$ cat src/rtl/mux_scan_ctrl_if.sv
// Signal bundle between mux_scan_ctrl, its requester and the muxN it drives.
// Handshake: start is taken on the first rising edge where ready=1; done pulses for one cycle when the scan ends.
interface mux_scan_ctrl_if #(
  parameter int N     = 8,
  parameter int SEL_W = $clog2(N)
) ();
  logic             start;
  logic [N-1:0]     word_in;
  logic             ready;
  logic [N-1:0]     x_out;
  logic [SEL_W-1:0] sel;
  logic             y_in;
  logic [N-1:0]     word_out;
  logic             done;
  logic             match;

  modport master (
    output start, word_in, y_in,
    input  ready, x_out, sel, word_out, done, match
  );

  modport slave (
    input  start, word_in, y_in,
    output ready, x_out, sel, word_out, done, match
  );
endinterface

$ cat src/rtl/mux_scan_ctrl.sv
// Drives a latched word into muxN, steps its select through 0..N-1 holding each for DIV clocks,
// and rebuilds the word from the mux output so the path can be checked end to end.
module mux_scan_ctrl #(
  parameter int N     = 8,
  parameter int SEL_W = $clog2(N),
  parameter int DIV   = 4
) (
  input  logic               clk,
  input  logic               reset,
  mux_scan_ctrl_if.slave     bus,
  output logic [1:0]         dbg_state_o
);

  localparam int DIV_W = (DIV > 1) ? $clog2(DIV) : 1;

  typedef enum logic [1:0] {
    IDLE = 2'd0,
    SCAN = 2'd1,
    DONE = 2'd2
  } state_t;

  state_t           state_q, state_d;
  logic [SEL_W-1:0] sel_q, sel_d;
  logic [N-1:0]     x_q, x_d;
  logic [N-1:0]     word_q, word_d;
  logic             match_q, match_d;
  logic [DIV_W-1:0] div_q, div_d;

  always_ff @(posedge clk or posedge reset) begin
    if (reset) begin
      state_q <= IDLE;
      sel_q   <= '0;
      x_q     <= '0;
      word_q  <= '0;
      match_q <= 1'b0;
      div_q   <= '0;
    end else begin
      state_q <= state_d;
      sel_q   <= sel_d;
      x_q     <= x_d;
      word_q  <= word_d;
      match_q <= match_d;
      div_q   <= div_d;
    end
  end

  always_comb begin
    state_d = state_q;
    sel_d   = sel_q;
    x_d     = x_q;
    word_d  = word_q;
    match_d = match_q;
    div_d   = div_q;
    unique case (state_q)
      IDLE: begin
        if (bus.start) begin
          x_d     = bus.word_in;
          sel_d   = '0;
          div_d   = '0;
          word_d  = '0;
          match_d = 1'b0;
          state_d = SCAN;
        end
      end
      SCAN: begin
        if (div_q == DIV_W'(DIV - 1)) begin
          // The mux has had DIV clocks to settle on this select value.
          word_d[sel_q] = bus.y_in;
          div_d         = '0;
          if (sel_q == SEL_W'(N - 1)) begin
            match_d = (word_d == x_q);
            state_d = DONE;
          end else begin
            sel_d = sel_q + 1'b1;
          end
        end else begin
          div_d = div_q + 1'b1;
        end
      end
      DONE: begin
        sel_d   = '0;
        state_d = IDLE;
      end
      default: state_d = IDLE;
    endcase
  end

  assign bus.ready    = (state_q == IDLE);
  assign bus.done     = (state_q == DONE);
  assign bus.x_out    = x_q;
  assign bus.sel      = sel_q;
  assign bus.word_out = word_q;
  assign bus.match    = match_q;
  assign dbg_state_o  = state_q;

endmodule

$ cat src/flat_wrapper.sv
// flat-port wrapper written by rule: the top's interface ports become plain ports
module mux_scan_ctrl_flat 
#(
  parameter int N     = 8,
  parameter int SEL_W = $clog2(N),
  parameter int DIV   = 4
)
  (clk, reset, dbg_state_o, bus_start, bus_word_in, bus_y_in, bus_ready, bus_x_out, bus_sel, bus_word_out, bus_done, bus_match);
  mux_scan_ctrl_if #(.N(N), .SEL_W(SEL_W)) bus_i ();
  input  logic clk;
  input  logic reset;
  output logic [1:0] dbg_state_o;
  input wire logic [$bits(bus_i.start)-1:0] bus_start;
  input wire logic [$bits(bus_i.word_in)-1:0] bus_word_in;
  input wire logic [$bits(bus_i.y_in)-1:0] bus_y_in;
  output wire logic [$bits(bus_i.ready)-1:0] bus_ready;
  output wire logic [$bits(bus_i.x_out)-1:0] bus_x_out;
  output wire logic [$bits(bus_i.sel)-1:0] bus_sel;
  output wire logic [$bits(bus_i.word_out)-1:0] bus_word_out;
  output wire logic [$bits(bus_i.done)-1:0] bus_done;
  output wire logic [$bits(bus_i.match)-1:0] bus_match;
  assign bus_i.start = bus_start;
  assign bus_i.word_in = bus_word_in;
  assign bus_i.y_in = bus_y_in;
  assign bus_ready = bus_i.ready;
  assign bus_x_out = bus_i.x_out;
  assign bus_sel = bus_i.sel;
  assign bus_word_out = bus_i.word_out;
  assign bus_done = bus_i.done;
  assign bus_match = bus_i.match;
  mux_scan_ctrl #(.N(N), .SEL_W(SEL_W), .DIV(DIV)) u_core (.clk(clk), .reset(reset), .bus(bus_i), .dbg_state_o(dbg_state_o));
endmodule
$ cat config.mk
export PLATFORM = sky130hd
export DESIGN_NAME = mux_scan_ctrl_flat
export DESIGN_NICKNAME = d
export VERILOG_FILES = /design/src/rtl/mux_scan_ctrl_if.sv /design/src/rtl/mux_scan_ctrl.sv /design/src/flat_wrapper.sv
export SDC_FILE = /design/constraint.sdc
export NUM_CORES = 1
export LEC_CHECK = 0
export BUFFER_PORTS_ARGS = -buffer_cell sky130_fd_sc_hd__clkbuf_2
export CAP_MARGIN = 5
export CORE_ASPECT_RATIO = 1.5
export CORE_MARGIN = 3
export CORE_UTILIZATION = 25
export CTS_BUF_LIST = sky130_fd_sc_hd__clkbuf_4 sky130_fd_sc_hd__clkbuf_8
export DETAILED_ROUTE_END_ITERATION = 12
export SLEW_MARGIN = 20
export SYNTH_ARGS = -nofsm -noshare
export SYNTH_HDL_FRONTEND = slang
export SYNTH_SLANG_ARGS = --single-unit
$ cat constraint.sdc
create_clock -name clk -period 1.88 [get_ports clk]
set_input_delay 0.188 -clock clk [delete_from_list [all_inputs] [get_ports clk]]
set_output_delay 0.188 -clock clk [all_outputs]
set_load 0.01 [all_outputs]
==> summary.log <==
[critical_path] critical path start-end classification register to register
[clocking] post-CTS setup repair buffer count 0
[critical_path] Max FO, Critical Path 14
[cells_and_area] non-filler cells, final 253
[cells_and_area] number of inserted diodes 0
[global_routing] antenna violations before repair 0
[clocking] TritonCTS Buffers 3
[die] row count 32
[cells_and_area] synth-to-layout area growth 30.1%
[clocking] # clock sinks 24
[placement] Final GP Congestion 0.815
[flow_run] # Max-Cap Violations 0
[global_routing] gr ovfl total 0
[global_routing] overall global routing resource usage 11.6%
[global_routing] number of global-route vias before repair 1,231
[drt] detail-routed via count per cell 4.90
[die] core outline area 0.00525 mm²
[logic_synthesis] count of flip-flops with a built-in enable after synthesis 0
[die] number of top-level design ports 36
[clocking] Worst-path clk slew 0.10 ns
[sta] setup repair after global routing missed its margin yes
[placement] final HPWL from detailed placement 2660 µm
[sta] number of hold violations in the final report 0
[critical_path] critical path launch point type register
[power] Worst IR Drop VDD 0.000614 V
[logic_synthesis] synthesized instance count 139
[die] Die Outline Area 0.00649 mm²
[logic_synthesis] number of distinct library cells after synthesis 37
[die] initial core utilization 26.4%
[die] die width 66.8 µm
[drt] number of iterations in the first detailed-routing pass 4
[die] vertical die dimension 97.2 µm
[outcome] status finished, final reports clean
[global_routing] global routing usage on met1 15.1%
[logic_synthesis] Seq cells post-synth 24
[critical_path] Worst R2R Path Depth 6
[sta] pin slew with the least headroom to its limit 0.302 ns
[logic_synthesis] number of nets produced by synthesis 154
[sta] highest clock rate 563 MHz
[logic_synthesis] dominant combinational cell family by area after synthesis compound AO/OA/AOI/OAI gates
[logic_synthesis] leading cell types by total area after synthesis sky130_fd_sc_hd__dfrtp_1 43%, sky130_fd_sc_hd__mux2_2 6.5%, sky130_fd_sc_hd__o21ai_0 4.3%, sky130_fd_sc_hd__mux2i_1 3.6%, sky130_fd_sc_hd__nand2_1 3.0%
[logic_synthesis] list of most frequent post-synthesis cells 24 x sky130_fd_sc_hd__dfrtp_1, 12 x sky130_fd_sc_hd__o21ai_0, 11 x sky130_fd_sc_hd__nand2_1
[logic_synthesis] multiplexer share of the synthesized area 10.1%
[critical_path] Crit. Startpoint u_core.bus.sel[0]$_DFFE_PP0P_
[cells_and_area] total number of nets in the final design 201
[drt] total via count in the routed design 1,239
[critical_path] required time at the endpoint of the critical path 2.06 ns
[logic_synthesis] mean cell area of the mapped netlist 9.96 µm²
[logic_synthesis] Mapped Area 0.00139 mm²
[global_routing] global routing usage on met2 19.6%
[logic_synthesis] xor/xnor share of the synthesized area 4.43%
[global_routing] global-route wire length before repair 5970 µm
[logic_synthesis] fraction of synthesized cell area taken by the top area cell type 43.4%
[clocking] clock latency reported for the late side of the worst-skew pair 0.27 ns
[clocking] clock tree root driver cell sky130_fd_sc_hd__clkbuf_8
[logic_synthesis] area share of fa/ha/maj cells after synthesis 2.71%
[critical_path] Critical Path End Type register
[logic_synthesis] fraction of the mapped netlist area in simple logic gates 16.9%
[power] Tot Pwr 2.97 mW
[clocking] CTS tree done
[placement] Placed Instances 248
[critical_path] crit path DAT 1.95 ns
[logic_synthesis] sequential fraction of the synthesis area 43.4%
[placement] number of port buffers 35
[worst_hold_path] number of cells on the worst hold path 2
[sta] shortest clock period the worst path allows after layout 1.78 ns
[logic_synthesis] FFs w/ async S/R, synth 100%
[drt] number of remaining DRC errors 0
[power] ratio of total power to cell area 1650 mW/mm²
[sta] setup violation total in the final timing report 0
[worst_hold_path] Hold Path Class input pin to register
[sta] Clock Skew 0.00834 ns
[logic_synthesis] library cell with the largest summed area after synthesis sky130_fd_sc_hd__dfrtp_1
[power] total leakage power 0.862 nW
[global_routing] pin count of the biggest net entering global routing 25
[sta] Max-slew headroom 79.7%
[global_routing] GR met3 Demand/Resource 1.97%
[logic_synthesis] leading cell type by number of instances after synthesis sky130_fd_sc_hd__dfrtp_1
[drt] routed wire length 3570 µm
[sta] final critical-path share of the clock period 94.5%
[clocking] deepest clock path buffer count 2
[drt] DR iter-0 viols 35
[drt] Routed WL per cell 14.1 µm
[critical_path] worst r2r src u_core.bus.sel[0]$_DFFE_PP0P_
[logic_synthesis] Top FF cell, synth sky130_fd_sc_hd__dfrtp_1
[logic_synthesis] count of yosys warnings during synthesis 0
[cells_and_area] fraction of final layout cells with drive strength greater than 1 36.2%
[drt] Antenna Violating Nets Remaining 0
[clocking] H-tree depth 1
[global_routing] peak-usage layer in the global routing report met2
[worst_hold_path] startpoint of the most critical hold path bus_word_in[5]
[sta] max-slew violations 0
[logic_synthesis] synthesized-area fraction occupied by ao, oa, aoi and oai cells 18.2%
[critical_path] register-to-register setup slack 0.10 ns
cell type report:
cell class / count / area, µm²
tap: 68 / 85.1
inverter: 4 / 15.0
multi-input combinational: 103 / 739
clock inverter: 1 / 30.0
fill: 540 / 3440
clock buffer: 3 / 41.3
sequential: 24 / 601
timing repair buffer: 50 / 290
flip-flops by register name, indices dropped and copies added (netlist names):
register             count
u_core.div_q             2
u_core.bus.word_out      8
u_core.bus.match         1
u_core.dbg_state_o       2
u_core.bus.x_out         8
u_core.bus.sel           3
where the power goes:
part	switching [mW]	leakage [nW]	internal [mW]	total [mW]
sequential	0.236	0.305	0.729	0.966
combinational	0.798	0.520	0.744	1.54
clock	0.179	0.0357	0.285	0.464
total	1.21	0.862	1.76	2.97
layer usage:
metal  wire length, µm  share of wire, %  up-vias
li1                  -                 -      599
met1              1530                43      603
met2              1840                52       35
met3               174               4.9        2
met4                25              0.70        0
met5                 0                 0        -
worst max-delay path: stages (launching register included):
cell and delay (ns):
sky130_fd_sc_hd__dfrtp_1 0.39, sky130_fd_sc_hd__buf_4 0.19, sky130_fd_sc_hd__nor3_1 0.31, sky130_fd_sc_hd__mux2i_1 0.25, sky130_fd_sc_hd__xor2_1 0.21, sky130_fd_sc_hd__nand2_1 0.08
sky130_fd_sc_hd__o31ai_1 0.25
timing repair:
action                                  in CTS  in global routing
endpoints found under the setup margin       0                  7
resized for setup                            0                  3
hold endpoints to repair                    24                  0
hold buffers                                 1                  0
cells by family (layout without fill, tap and decap cells):
kind of cell	count (synthesis)	after routing
simple gates	42	42
compound gates	38	38
flops	24	24
mux	13	13
buf+inv	12	58
xor+xnor	7	7
fa+ha+maj	3	3
metrics by stage:
stage / area [µm²] / hold WS [ns] / TNS [ns] / utilization (%) / setup WS (ns)
floorplan: 1390 / 0.203 / 0 / - / 0.0323
global placement: 1710 / 0.238 / 0 / 32.5 / 0.0957
detailed placement: 1710 / 0.242 / 0 / 32.5 / 0.0369
CTS: 1790 / 0.139 / 0 / 34.1 / 0.0130
global route: 1800 / 0.146 / -0.0265 / 34.4 / -0.0265
finish: 1800 / 0.140 / 0 / 34.4 / 0.104
placed cells by master, fill, tap and decap left out, types with 4 or more instances in the layout:
cell                        n
sky130_fd_sc_hd__clkbuf_2  35
sky130_fd_sc_hd__dfrtp_1   24
sky130_fd_sc_hd__buf_4     14
sky130_fd_sc_hd__o21ai_0   12
sky130_fd_sc_hd__nand2_1   11
sky130_fd_sc_hd__mux2_2     8
sky130_fd_sc_hd__nor2_1     7
sky130_fd_sc_hd__o21bai_1   5
sky130_fd_sc_hd__nor2b_1    5
sky130_fd_sc_hd__mux2i_1    5
sky130_fd_sc_hd__a22o_1     4
sky130_fd_sc_hd__a21oi_1    4
sky130_fd_sc_hd__inv_1      4
sky130_fd_sc_hd__xnor2_1    4
sky130_fd_sc_hd__a31oi_1    4
path summary, 6_finish.rpt:
path	end
max in group asynchronous	u_core.bus.x_out[0]$_DFFE_PP0P_
hold reg to reg	u_core.div_q[1]$_DFFE_PP0P_
hold / removal	u_core.bus.x_out[5]$_DFFE_PP0P_
setup / recovery	u_core.bus.match$_DFFE_PP0P_
setup reg to reg	u_core.bus.match$_DFFE_PP0P_
min in group asynchronous	u_core.dbg_state_o[1]$_DFFE_PP0P_
Power figures use the tool's default switching activity.
